## src/rtl/rs_pkg.sv

```systemverilog
// rtl/rs_pkg.sv - shared sizes, slot vector types and helpers for the reservation-station issue scheduler
package rs_pkg;

  localparam int RS_NUM_SLOTS  = 8;
  localparam int RS_SLOT_IDX_W = $clog2(RS_NUM_SLOTS);

  typedef logic [RS_NUM_SLOTS-1:0]  rs_slot_vec_t;
  typedef logic [RS_SLOT_IDX_W-1:0] rs_slot_idx_t;

  function automatic rs_slot_idx_t onehot_to_idx(input rs_slot_vec_t oh);
    rs_slot_idx_t idx;
    idx = '0;
    for (int i = 0; i < RS_NUM_SLOTS; i++) begin
      if (oh[i]) idx = rs_slot_idx_t'(i);
    end
    return idx;
  endfunction

endpackage

```

## src/rtl/rs_age_matrix.sv

```systemverilog
// rtl/rs_age_matrix.sv - slot age matrix (age[i][j]=1: slot i older than j) with oldest-of-mask select
module rs_age_matrix
  import rs_pkg::*;
#(
  parameter int NUM_SLOTS = RS_NUM_SLOTS
) (
  input  logic                 clk,
  input  logic                 rst_n,
  input  logic                 flush,
  input  logic [NUM_SLOTS-1:0] slot_busy,
  input  logic [NUM_SLOTS-1:0] slot_wr,
  input  logic [NUM_SLOTS-1:0] mask,
  output logic [NUM_SLOTS-1:0] oldest
);

  logic [NUM_SLOTS-1:0] age [NUM_SLOTS];
  logic [NUM_SLOTS-1:0] no_older;
  logic [NUM_SLOTS-1:0] older_seen;
  logic                 found;

  always_ff @(posedge clk or negedge rst_n) begin
    if (!rst_n) begin
      for (int i = 0; i < NUM_SLOTS; i++) age[i] <= '0;
    end else if (flush) begin
      for (int i = 0; i < NUM_SLOTS; i++) age[i] <= '0;
    end else begin
      for (int i = 0; i < NUM_SLOTS; i++) begin
        for (int j = 0; j < NUM_SLOTS; j++) begin
          if (i == j)                         age[i][j] <= 1'b0;
          else if (slot_wr[i])                age[i][j] <= 1'b0;
          else if (slot_wr[j] && slot_busy[i]) age[i][j] <= 1'b1;
        end
      end
    end
  end

  // Stale entries of freed slots can leave ties; lowest index breaks them.
  always_comb begin
    older_seen = '0;
    no_older   = '0;
    oldest     = '0;
    found      = 1'b0;
    for (int i = 0; i < NUM_SLOTS; i++) begin
      for (int j = 0; j < NUM_SLOTS; j++) begin
        if (mask[j] && age[j][i]) older_seen[i] = 1'b1;
      end
      no_older[i] = mask[i] & ~older_seen[i];
    end
    for (int i = 0; i < NUM_SLOTS; i++) begin
      if (no_older[i] && !found) begin
        oldest[i] = 1'b1;
        found     = 1'b1;
      end
    end
  end

endmodule

```

## src/rtl/rs_issue_sched.sv

```systemverilog
// rtl/rs_issue_sched.sv - oldest-ready-first issue scheduler; RS_ISSUE_PERF_EN adds issue/stall counters
module rs_issue_sched
  import rs_pkg::*;
#(
  parameter int NUM_SLOTS  = RS_NUM_SLOTS,
  parameter int SLOT_IDX_W = $clog2(NUM_SLOTS)
) (
  input  logic                  clk,
  input  logic                  rst_n,
  input  logic [NUM_SLOTS-1:0]  rs_slot_busy,
  input  logic [NUM_SLOTS-1:0]  rs_slot_ready,
  input  logic [NUM_SLOTS-1:0]  rs_slot_wr,
  input  logic                  flush,
  input  logic                  fu_ready,
  output logic                  issue_valid,
  output logic [SLOT_IDX_W-1:0] issue_idx,
  output logic [NUM_SLOTS-1:0]  issue_onehot,
`ifdef RS_ISSUE_PERF_EN
  output logic [NUM_SLOTS-1:0]  slot_free,
  output logic [31:0]           perf_issue_cnt,
  output logic [31:0]           perf_stall_cnt
`else
  output logic [NUM_SLOTS-1:0]  slot_free
`endif
);

  logic [NUM_SLOTS-1:0]  cand;
  logic [NUM_SLOTS-1:0]  winner;
  logic [SLOT_IDX_W-1:0] winner_idx;
  logic                  handshake;
  logic                  load;

  // issue_onehot is zero when idle, so this drops the held or departing slot.
  assign cand      = rs_slot_busy & rs_slot_ready & ~issue_onehot;
  assign handshake = issue_valid & fu_ready;
  assign load      = ~issue_valid | fu_ready;
  assign slot_free = issue_onehot & {NUM_SLOTS{handshake & ~flush}};

  rs_age_matrix #(.NUM_SLOTS(NUM_SLOTS)) u_age (
    .clk       (clk),
    .rst_n     (rst_n),
    .flush     (flush),
    .slot_busy (rs_slot_busy),
    .slot_wr   (rs_slot_wr),
    .mask      (cand),
    .oldest    (winner)
  );

  always_comb begin
    winner_idx = '0;
    for (int i = 0; i < NUM_SLOTS; i++) begin
      if (winner[i]) winner_idx = SLOT_IDX_W'(i);
    end
  end

  always_ff @(posedge clk or negedge rst_n) begin
    if (!rst_n) begin
      issue_valid  <= 1'b0;
      issue_idx    <= '0;
      issue_onehot <= '0;
    end else if (flush) begin
      issue_valid  <= 1'b0;
      issue_idx    <= '0;
      issue_onehot <= '0;
    end else if (load) begin
      issue_valid  <= |winner;
      issue_idx    <= winner_idx;
      issue_onehot <= winner;
    end
  end

`ifdef RS_ISSUE_PERF_EN
  always_ff @(posedge clk or negedge rst_n) begin
    if (!rst_n) begin
      perf_issue_cnt <= '0;
      perf_stall_cnt <= '0;
    end else begin
      if (handshake && !(&perf_issue_cnt)) perf_issue_cnt <= perf_issue_cnt + 32'd1;
      if (issue_valid && !fu_ready && !(&perf_stall_cnt)) perf_stall_cnt <= perf_stall_cnt + 32'd1;
    end
  end
`endif

  a_no_wr_on_issued: assert property (@(posedge clk) disable iff (!rst_n)
    !(issue_valid && !flush && |(rs_slot_wr & issue_onehot)))
    else $error("rs_issue_sched: allocation into slot %0d while it is being issued", issue_idx);

  a_held_stays_ready: assert property (@(posedge clk) disable iff (!rst_n)
    !(issue_valid && !flush && |(issue_onehot & ~rs_slot_ready)))
    else $warning("rs_issue_sched: issued slot %0d lost ready without replay", issue_idx);

endmodule

```

## config.mk

```make
export PLATFORM = sky130hd
export DESIGN_NAME = rs_issue_sched
export DESIGN_NICKNAME = d
export VERILOG_FILES = /design/src/rtl/rs_pkg.sv /design/src/rtl/rs_age_matrix.sv /design/src/rtl/rs_issue_sched.sv
export SDC_FILE = /design/constraint.sdc
export NUM_CORES = 1
export LEC_CHECK = 0
export ABC_AREA = 1
export CAP_MARGIN = 15
export CORE_MARGIN = 3
export CORE_UTILIZATION = 42
export CTS_CLUSTER_DIAMETER = 50
export DETAILED_ROUTE_END_ITERATION = 8
export PLACE_DENSITY = 0.66
export SETUP_SLACK_MARGIN = 0.2
export SYNTH_ARGS = -nofsm -noshare
export SYNTH_HDL_FRONTEND = slang
export SYNTH_SLANG_ARGS = --single-unit
```

## constraint.sdc

```tcl
create_clock -name clk -period 2.5 [get_ports clk]
set_input_delay 0.75 -clock clk [delete_from_list [all_inputs] [get_ports clk]]
set_output_delay 0.75 -clock clk [all_outputs]
set_load 0.01 [all_outputs]
```

# Word level (Yosys, flattened, before mapping)
# Index checks and enable logic that the tools add are counted.
op_classes:
  muxes: 204
  bitwise_logic: 25
  reduce_logical: 192
ops:
  columns: ["op", "n"]
  rows:
  - ["$mux 1", 193]
  - ["$reduce_bool 3->1", 56]
  - ["$logic_and 1x1->1", 127]
  - ["$mux 64", 1]
  - ["$and 8x8->8", 3]
  - ["$mux 3", 7]
  - ["$mux 8", 2]
  - ["$and 1x1->1", 10]
  - ["$not 1->1", 10]
  - ["$not 8->8", 1]
  - ["$reduce_or 8->1", 1]
  - ["$logic_not 1->1", 7]
  - ["$mux 2", 1]
  - ["$reduce_bool 2->1", 1]
  - ["$or 1x1->1", 1]
totals:
  reg_bits: 76
  input_bits: 28
  output_inout_bits: 20
  wordCells: 488

# Logic depth before layout (Yosys ltp)
# Gate-level depths: netlist (run 1).
depth:
  ltp_word: 38
  depth_mapped: 13
  depth_no_buf: 12

# Hierarchy
# A second synthesis (run 1) with hierarchy kept.
hier_totals:
  cells_unflattened: 506
  area_unflattened_um2: 3646.0
modules_own_cells:
  columns: ["module", "n_inst", "cells_each", "area_each_um2", "seq_area_each_um2"]
  rows:
  - ["rs_age_matrix", 1, 412, 2970.3, 1401.3]
  - ["rs_issue_sched", 1, 94, 675.6, 300.3]

# Worst setup path after synthesis (run 1)
# No wires, ideal clock.
synth_path:
  path_type: "in2out"
  from: "input port flush"
  to: "output port slot_free[0]"
  t_arrival_ns: 1.417
  required_time_ns: 1.750
  slack_ns: 0.333
  path_stages: 4
  path_buffers: 1
  path_cell_list: "clkbuf_1 -> inv_1 -> nand3_1 -> nor2_1"
synth_between:
  elab_chain_cells: 3
synth_rtl:
  columns: ["element", "line_no", "source"]
  rows:
  - ["from (decl)", "rs_issue_sched.sv:13", "input logic flush,"]
  - ["$not 1->1", "rs_issue_sched.sv:37", "assign slot_free = issue_onehot & {NUM_SLOTS{handshake & ~flush}};"]
  - ["$and 1x1->1", "rs_issue_sched.sv:37", null]
  - ["$and 8x8->8", "rs_issue_sched.sv:37", null]
  - ["to (decl)", "rs_issue_sched.sv:23", "output logic [NUM_SLOTS-1:0] slot_free"]
# Every way passes these cells.

# Final worst setup path (run 1)
layout_path:
  from: "input port fu_ready"
  to: "output port slot_free[5]"
layout_between:
  elab_chain_cells: 3
layout_rtl:
  columns: ["element", "line_no", "source"]
  rows:
  - ["from (decl)", "rs_issue_sched.sv:14", "input logic fu_ready,"]
  - ["$and 1x1->1", "rs_issue_sched.sv:35", "assign handshake = issue_valid & fu_ready;"]
  - ["$and 1x1->1", "rs_issue_sched.sv:37", null]
  - ["$and 8x8->8", "rs_issue_sched.sv:37", null]
# Every way passes these cells.

==> impl_metrics.ini, run 1 <==
[status]
status = completed

[yosys]
yosysUniqueCellTypes = 25
synth_area_leaders = dfrtp_1, inv_1, nand2_1
ys_ff_latch = 68
yosysTopAreaCell = dfrtp_1
synth-seq-area-share = 0.447
synthSimpleGateAreaFrac = 0.298
synth-xor-area-share = 0
synth_nets = 535
synth_top_family_by_area = simple AND/OR/NAND/NOR gates
ys_warn_count = 0
synth_fa_ha_area_frac = 0
avgSynthCellArea_um2 = 7.51
synth_compound_gate_area_share = 0.0914
syn_inst = 507
synthMuxAreaShare = 0
netlist.area_leader.share = 0.447
synth_area_um2 = 3810

[routing]
ant_nets = 0
dr_total_vias = 3438
drc = 0
initialDrtViolationCount = 268
wl_per_cell_um = 15.2
drt_wl_total_um = 10600
via_per_inst = 4.95
drt_pass1_iterations = 5

[floorplan]
start_util = 0.434
die_w_um = 101
boundaryPins = 48
num_rows = 34
coreArea_um2 = 8760
die_h_um = 101
die-area_um2 = 10200

[power_and_ir_drop]
power.density_nw_per_um2 = 504
leakagePower_nw = 3.12
peakVddDrop_mv = 0.310

[sta]
clock.fmax_mhz = 447
slew_headroom = 0.659
timing.hold.ws_ns = 0.270
period_minus_slack_ns = 2.24
clock_skew_ns = 0.00762
tns_ns = 0
rsz0062_at_grt = yes
worstMarginPinSlew_ns = 0.510
fin_crit_sh = 0.895
setup_viol = 0
hold_violations = 0
setup_slack_ns = 0.263
slew_violations = 0

[clocking]
cts_root_buffer = clkbuf_8
cts_hold_buffers = 0
cts.sink_count = 68
insertion_delay_ns = 0.35
cts_buffers = 9
cts_buffer_depth = 2
cts_tree = yes
path_clk_slew_ns = 0.07
htree_levels = 3

[placed_design]
io_buffers = 47
globalplace.congestion = 0.882
dp.final_hpwl_um = 7890
pre_cts_slack_ns = -0.462

[critical_path]
path_class = in2out
start_kind = input pin
crit_fanout = 5
critPathArrivalTime_ns = 1.49
crit_path_end_kind = output pin
required_ns = 1.75

[finish]
drive_above_1_share = 0.177
antenna_cells = 0
area_delta_synth_final_pct = 26.1
final_nets = 611

[flow_run]
cap_violations = 0

[global_route]
grt_pass1_vias = 3464
grt_max_degree = 32
grt_use_total = 0.223
antenna_found_initial = 0
grt_pass1_wl_um = 17400
overflow = 0

[worst_hold_path]
min_path_type = in2async
==> cells in the final DEF, fill, tap and decap left out, types with 4 or more instances in the layout <==
cell	synthesis	routed
nor2_8	5	5
nand3_1	7	6
nor2_1	27	21
clkdlybuf4s50_1	0	24
nand4_1	19	19
buf_2	1	9
dlymetal6s2s_1	0	12
clkbuf_8	0	11
nor2_4	4	7
nand2_1	128	128
buf_4	2	31
o21ai_0	58	58
inv_1	136	135
nand2_4	8	8
o22ai_1	5	4
dfrtp_1	68	68
nand2_2	11	11
nor2_2	5	8
==> area by class of cell <==
cell class	count	area, um2
fill	853	3970
multi-input combinational	286	1530
clock buffer	13	159
clock inverter	2	10.0
timing repair buffer	82	749
inverter	136	510
tap	108	135
sequential	68	1700
==> stage by stage <==
step	power [W]	std cells	utilization	cell area [um2]
after detailed placement	0.00161	677	0.519	4550
after global routing	0.00252	695	0.548	4800
final	0.00242	695	0.548	4800
after CTS	0.00241	692	0.535	4680
after global placement	0.00160	677	0.519	4550
after floorplan	0.00141	507	-	3810
==> power by group <==
group | internal (W) | switching [W] | leakage, nW
combinational | 0.000176 | 0.000254 | 2.10
clock | 0.000407 | 0.000412 | 0.0893
sequential | 0.00114 | 0.0000299 | 0.928
total | 0.00172 | 0.000696 | 3.12
==> layer usage <==
| layer | vias to the layer above | share of wire | GRT usage |
|---|---|---|---|
| li1 | 1656 | - | - |
| met1 | 1630 | 0.46 | 0.317 |
| met2 | 128 | 0.46 | 0.345 |
| met3 | 24 | 0.057 | 0.0365 |
| met4 | 0 | 0.019 | 0.0798 |
| met5 | - | 0 | 0 |
==> worst max-delay path, cell delays in order <==
cell	delay, ns
dlygate4sd2_1	0.27
nand3_4	0.11
buf_12	0.16
nor2_2	0.07
buf_2	0.13
==> sequential cells by signal, summed over array words and instances, names as in the netlist <==
register / flops
u_age.age: 56
issue_onehot: 8
issue_idx: 3
issue_valid: 1
==> synth_stat cells, drive strengths merged <==
cell and number:
buf 8, nor2 41, nand4 20, nor3b 1
o21ai 59, dfrtp 68, or2 1, nand2 147
o22ai 5, nand3 9, a21oi 2, clkbuf 9
inv 136, o31ai 1
==> final timing paths <==
kind	start	endpoint	slack (ns)	cells after the start
worst min register to register	issue_idx[1]$_DFFE_PN0P_	issue_idx[1]$_DFFE_PN0P_	0.48	2
max in group asynchronous	rst_n	u_age.age[60]$_DFFE_PN0P_	1.44	3
worst max-delay path	fu_ready	slot_free[5]	0.26	5
min in group clk	issue_idx[1]$_DFFE_PN0P_	issue_idx[1]$_DFFE_PN0P_	0.48	2
worst min-delay path	rst_n	issue_onehot[0]$_DFFE_PN0P_	0.27	1
worst max register to register	issue_onehot[7]$_DFFE_PN0P_	issue_idx[1]$_DFFE_PN0P_	0.62	11
==> repair_timing <==
item                                    4_1_cts  5_1_grt
gates resized for setup                      37       28
endpoints found under the setup margin        8       15
gates cloned                                  0        0
buffers inserted                              0        3
pin swaps                                     0        8
==> logic make-up (layout without fill, tap and decap cells) <==
group                  after synthesis  after routing
buffers and inverters              153            233
DFF                                 68             68
and+or+nand+nor                    219            219
AOI/OAI and AO/OA                   67             67
Power figures use the tool's default switching activity.
==> inputs of run 2 (changes only) <==
Settings changed: HOLD_SLACK_MARGIN set to 0.15, SETUP_SLACK_MARGIN 0.2 to 0.05.
==> impl_metrics.ini, run 2 (synthesis gave the netlist of run 1 again) <==
[status]
status = completed

[sta]
timing.hold.ws_ns = 0.269
setup_viol = 0
fin_crit_sh = 0.939
slew_violations = 0
hold_violations = 0
clock_skew_ns = 0.00767
period_minus_slack_ns = 2.35
slew_headroom = 0.666
worstMarginPinSlew_ns = 0.499
clock.fmax_mhz = 426
rsz0062_at_grt = no

[power_and_ir_drop]
power_frac_seq = 0.486
combPwrFrac = 0.173
clockPowerShare = 0.341
p_switching_w = 0.000689
sw_frac_of_total = 0.286
peakVddDrop_mv = 0.310
fin_total_pwr_w = 0.00241
leakagePower_nw = 2.99
p_int_w = 0.00172
power.density_nw_per_um2 = 512

[critical_path]
worstPathCellList = dlygate4sd2_1, inv_2, nand3_2, buf_4, nor2_1, clkdlybuf4s15_2
start_kind = input pin
slowest_delay_ns = 0.25
required_ns = 1.75
crit_start = flush
ff2ff_setup_slack_ns = 0.68
crit_path_end_kind = output pin
worst-path-buf-inv = 4
crit_fanout = 3
rr_startpoint = issue_onehot[7]$_DFFE_PN0P_
path_class = in2out
critPathArrivalTime_ns = 1.60
rr_worst_depth = 11
crit_family = buffers and inverters
crit_slowest_cell = dlygate4sd2_1
worstReg2RegEnd = issue_idx[1]$_DFFE_PN0P_

[global_route]
grt_pass1_vias = 3464
grt_pass1_wl_um = 17400
grt_max_degree = 32
grt_use_total = 0.223
overflow = 0
antenna_found_initial = 0

[routing]
initialDrtViolationCount = 279
drc = 0
ant_nets = 0
drt_wl_total_um = 10500
dr_total_vias = 3414
via_per_inst = 4.93
wl_per_cell_um = 15.1
drt_pass1_iterations = 5

[finish]
final_cell_mix = inv_1, nand2_1, dfrtp_1, o21ai_0, clkdlybuf4s50_1
final_common_cell = inv_1
antenna_cells = 0
largest_reg_flops = 56
area_delta_synth_final_pct = 23.4
drive_above_1_share = 0.161
final_cells = 692
final_nets = 608
seq_area_um2 = 1700
multi_input_area_um2 = 1490
max_flop_register = u_age.age
fill_cells = 871
largestRegisters = u_age.age x56, issue_onehot x8, issue_idx x3

[clocking]
cts.sink_count = 68
htree_levels = 3
cts_root_buffer = clkbuf_8
path_clk_slew_ns = 0.07
cts_tree = yes
cts_buffers = 9
postCtsSetupBuffers = 0
cts_buffer_depth = 2
insertion_delay_ns = 0.35

[placed_design]
io_buffers = 47
place_inst = 677
globalplace.congestion = 0.882
dp.final_hpwl_um = 7890

[worst_hold_path]
min_path_type = in2async

[floorplan]
die_w_um = 101
coreArea_um2 = 8760
boundaryPins = 48
num_rows = 34
start_util = 0.434
die-area_um2 = 10200
die_h_um = 101

[flow_run]
cap_violations = 0
run 2: what timing repair did:
item	CTS	global route
resized for setup	35	0
hold buffers	0	0
endpoints found under the setup margin	8	0
run 2: layer usage:
layer,GRT usage,vias to the layer above,part of all wire
li1,-,1652,-
met1,0.317,1622,0.46
met2,0.345,117,0.47
met3,0.0365,23,0.053
met4,0.0798,0,0.020
met5,0,-,0
run 2: worst register-to-register path, cell delays in order (launching register included):
cell and delay [ns]:
dfrtp_1 0.46, inv_1 0.16, nand4_1 0.14, nand2_1 0.14
nor2_1 0.06, nand2_2 0.09, nand3_4 0.12, nor2_8 0.14
nand4_1 0.20, nand3_1 0.15, nand2_1 0.06, nand2_1 0.05
run 2: per-stage QoR:
stage          setup TNS [ns]  worst slack (ns)  instance area [um2]  utilization
6_report                    0             0.153                 4700        0.536
5_1_grt                     0            0.0580                 4700        0.536
4_1_cts                     0             0.140                 4700        0.536
3_5_place_dp            -4.02            -0.462                 4550        0.519
3_3_place_gp            -3.71            -0.420                 4550        0.519
2_1_floorplan               0             0.333                 3810            -
run 2: layout make-up:
cell class	instances	share of cell area
Tap cell	108	0.0288
Inverter	136	0.109
Timing Repair Buffer	79	0.147
Multi-Input combinational cell	286	0.317
Sequential cell	68	0.362
Clock buffer	13	0.0338
Clock inverter	2	0.00213
run 2: worst max path at each step:
stage | slack [ns] | end | cells after the start
after floorplan | 0.33 | slot_free[0] | 4
after global placement | -0.42 | slot_free[2] | 6
after detailed placement | -0.46 | slot_free[4] | 5
after CTS | 0.14 | slot_free[3] | 6
after global routing | 0.06 | issue_idx[1]$_DFFE_PN0P_ | 13
final | 0.15 | slot_free[3] | 6
run 2: power groups by stage:
stage	combinational, W	clock [W]	sequential (W)
global placement	0.000408	0	0.00119
global route	0.000462	0.000866	0.00118
floorplan	0.000217	0	0.00119
detailed placement	0.000416	0	0.00119
CTS	0.000417	0.000824	0.00117
finish	0.000416	0.000820	0.00117
==> inputs of run 3 (changes only) <==
Settings changed: PLACE_DENSITY 0.66 to not set, SETUP_SLACK_MARGIN 0.05 to 0.02, SLEW_MARGIN set to 20.
==> impl_metrics.ini, run 3 (synthesis gave the netlist of run 1 again) <==
[floorplan]
num_rows = 34
coreArea_um2 = 8760
boundaryPins = 48
die-area_um2 = 10200
start_util = 0.434
die_w_um = 101
die_h_um = 101

[critical_path]
crit_slowest_cell = dlygate4sd2_1
rr_worst_depth = 9
required_ns = 1.75
crit_fanout = 8
critPathArrivalTime_ns = 1.63
path_class = in2out
slowest_delay_ns = 0.26
start_kind = input pin
crit_path_end_kind = output pin
worstPathCellList = dlygate4sd2_1, inv_2, nand3_2, buf_12, nor2_1, clkdlybuf4s15_2

[routing]
drt_pass1_iterations = 5
via_per_inst = 4.80
wl_per_cell_um = 15.3
ant_nets = 0
drc = 0
initialDrtViolationCount = 284
dr_total_vias = 3331
drt_wl_total_um = 10600

[worst_hold_path]
min_path_type = in2async

[power_and_ir_drop]
leakagePower_nw = 3.02
fin_total_pwr_w = 0.00266
power.density_nw_per_um2 = 554
peakVddDrop_mv = 0.261

[finish]
max_flop_register = u_age.age
drive_above_1_share = 0.167
fill_cells = 846
antenna_cells = 0
fin_area_um2 = 4800
final_cell_mix = inv_1, nand2_1, dfrtp_1, o21ai_0, clkdlybuf4s50_1
final_util = 0.548
area_delta_synth_final_pct = 26.1
final_common_cell = inv_1
largestRegisters = u_age.age x56, issue_onehot x8, issue_idx x3
largest_reg_flops = 56
final_nets = 609
final_cells = 694

[placed_design]
dp.final_hpwl_um = 7850
pre_cts_slack_ns = -0.488
io_buffers = 47
place_inst = 677
globalplace.congestion = 0.866
dpl_cell_area_um2 = 4560

[sta]
fin_crit_sh = 0.953
rsz0062_at_grt = no
clock_skew_ns = 0.00608
period_minus_slack_ns = 2.38
worstMarginPinSlew_ns = 0.562
clock.fmax_mhz = 420
hold_violations = 0
setup_slack_ns = 0.117
slew_headroom = 0.624
setup_viol = 0
slew_violations = 0

[clocking]
cts_tree = yes
cts_root_buffer = clkbuf_8
htree_levels = 3
cts_buffers = 9
cts.sink_count = 68
insertion_delay_ns = 0.34
cts_buffer_depth = 2
path_clk_slew_ns = 0.07

[flow_run]
cap_violations = 0

[global_route]
grt_max_degree = 44
overflow = 0
grt_use_total = 0.222
antenna_found_initial = 0
grt_pass1_vias = 3212
grt_pass1_wl_um = 17200

[status]
status = completed
-- run 3: routing by layer --
| layer | track usage | part of all wire | routed length [um] | vias up |
|---|---|---|---|---|
| met4 | 0.0583 | 0.012 | 130 | 0 |
| met2 | 0.325 | 0.45 | 4750 | 96 |
| met1 | 0.342 | 0.49 | 5170 | 1567 |
| li1 | - | - | - | 1659 |
| met5 | 0 | 0 | 0 | - |
| met3 | 0.0337 | 0.056 | 600 | 9 |
-- run 3: timing repair --
action | CTS | global route
endpoints found under the setup margin | 8 | 0
resized for setup | 31 | 0
setup buffers | 1 | 0
hold buffers | 0 | 0
-- run 3: area by class of cell --
| type | instances | area [um2] | area share |
|---|---|---|---|
| clock buffers | 12 | 165 | 0.0344 |
| clock inverters | 4 | 70.1 | 0.0146 |
| inverters | 136 | 510 | 0.106 |
| multi-input cells | 286 | 1490 | 0.310 |
| flip-flops and latches | 68 | 1700 | 0.355 |
| well taps | 108 | 135 | 0.0282 |
| repair buffers | 80 | 727 | 0.151 |
-- run 3: metrics by stage --
stage	hold WS, ns	setup TNS (ns)
final	0.393	0
after global routing	0.398	0
after CTS	0.393	0
after detailed placement	0.468	-4.46
after global placement	0.468	-3.93
after floorplan	0.454	0
-- run 3: where the power goes --
part	switching (W)	internal, W
Combinational	0.000247	0.000171
Sequential	0.0000291	0.00114
Clock	0.000429	0.000641
Total	0.000706	0.00195
-- run 3: path summary, 6_finish.rpt --
kind,startpoint,to,slack (ns)
max,flush,slot_free[6],0.12
min,rst_n,u_age.age[18]$_DFFE_PN0P_,0.39
min reg2reg,issue_idx[2]$_DFFE_PN0P_,issue_idx[2]$_DFFE_PN0P_,0.49
max in group asynchronous,rst_n,u_age.age[39]$_DFFE_PN0P_,1.80
min in group clk,issue_idx[2]$_DFFE_PN0P_,issue_idx[2]$_DFFE_PN0P_,0.49
max reg2reg,issue_onehot[7]$_DFFE_PN0P_,issue_onehot[6]$_DFFE_PN0P_,0.65
-- run 3: worst max-delay path: cells and delay by family --
kind,cells,cell delay [ns]
buffers and inverters,4,0.72
AND/OR/NAND/NOR,2,0.16
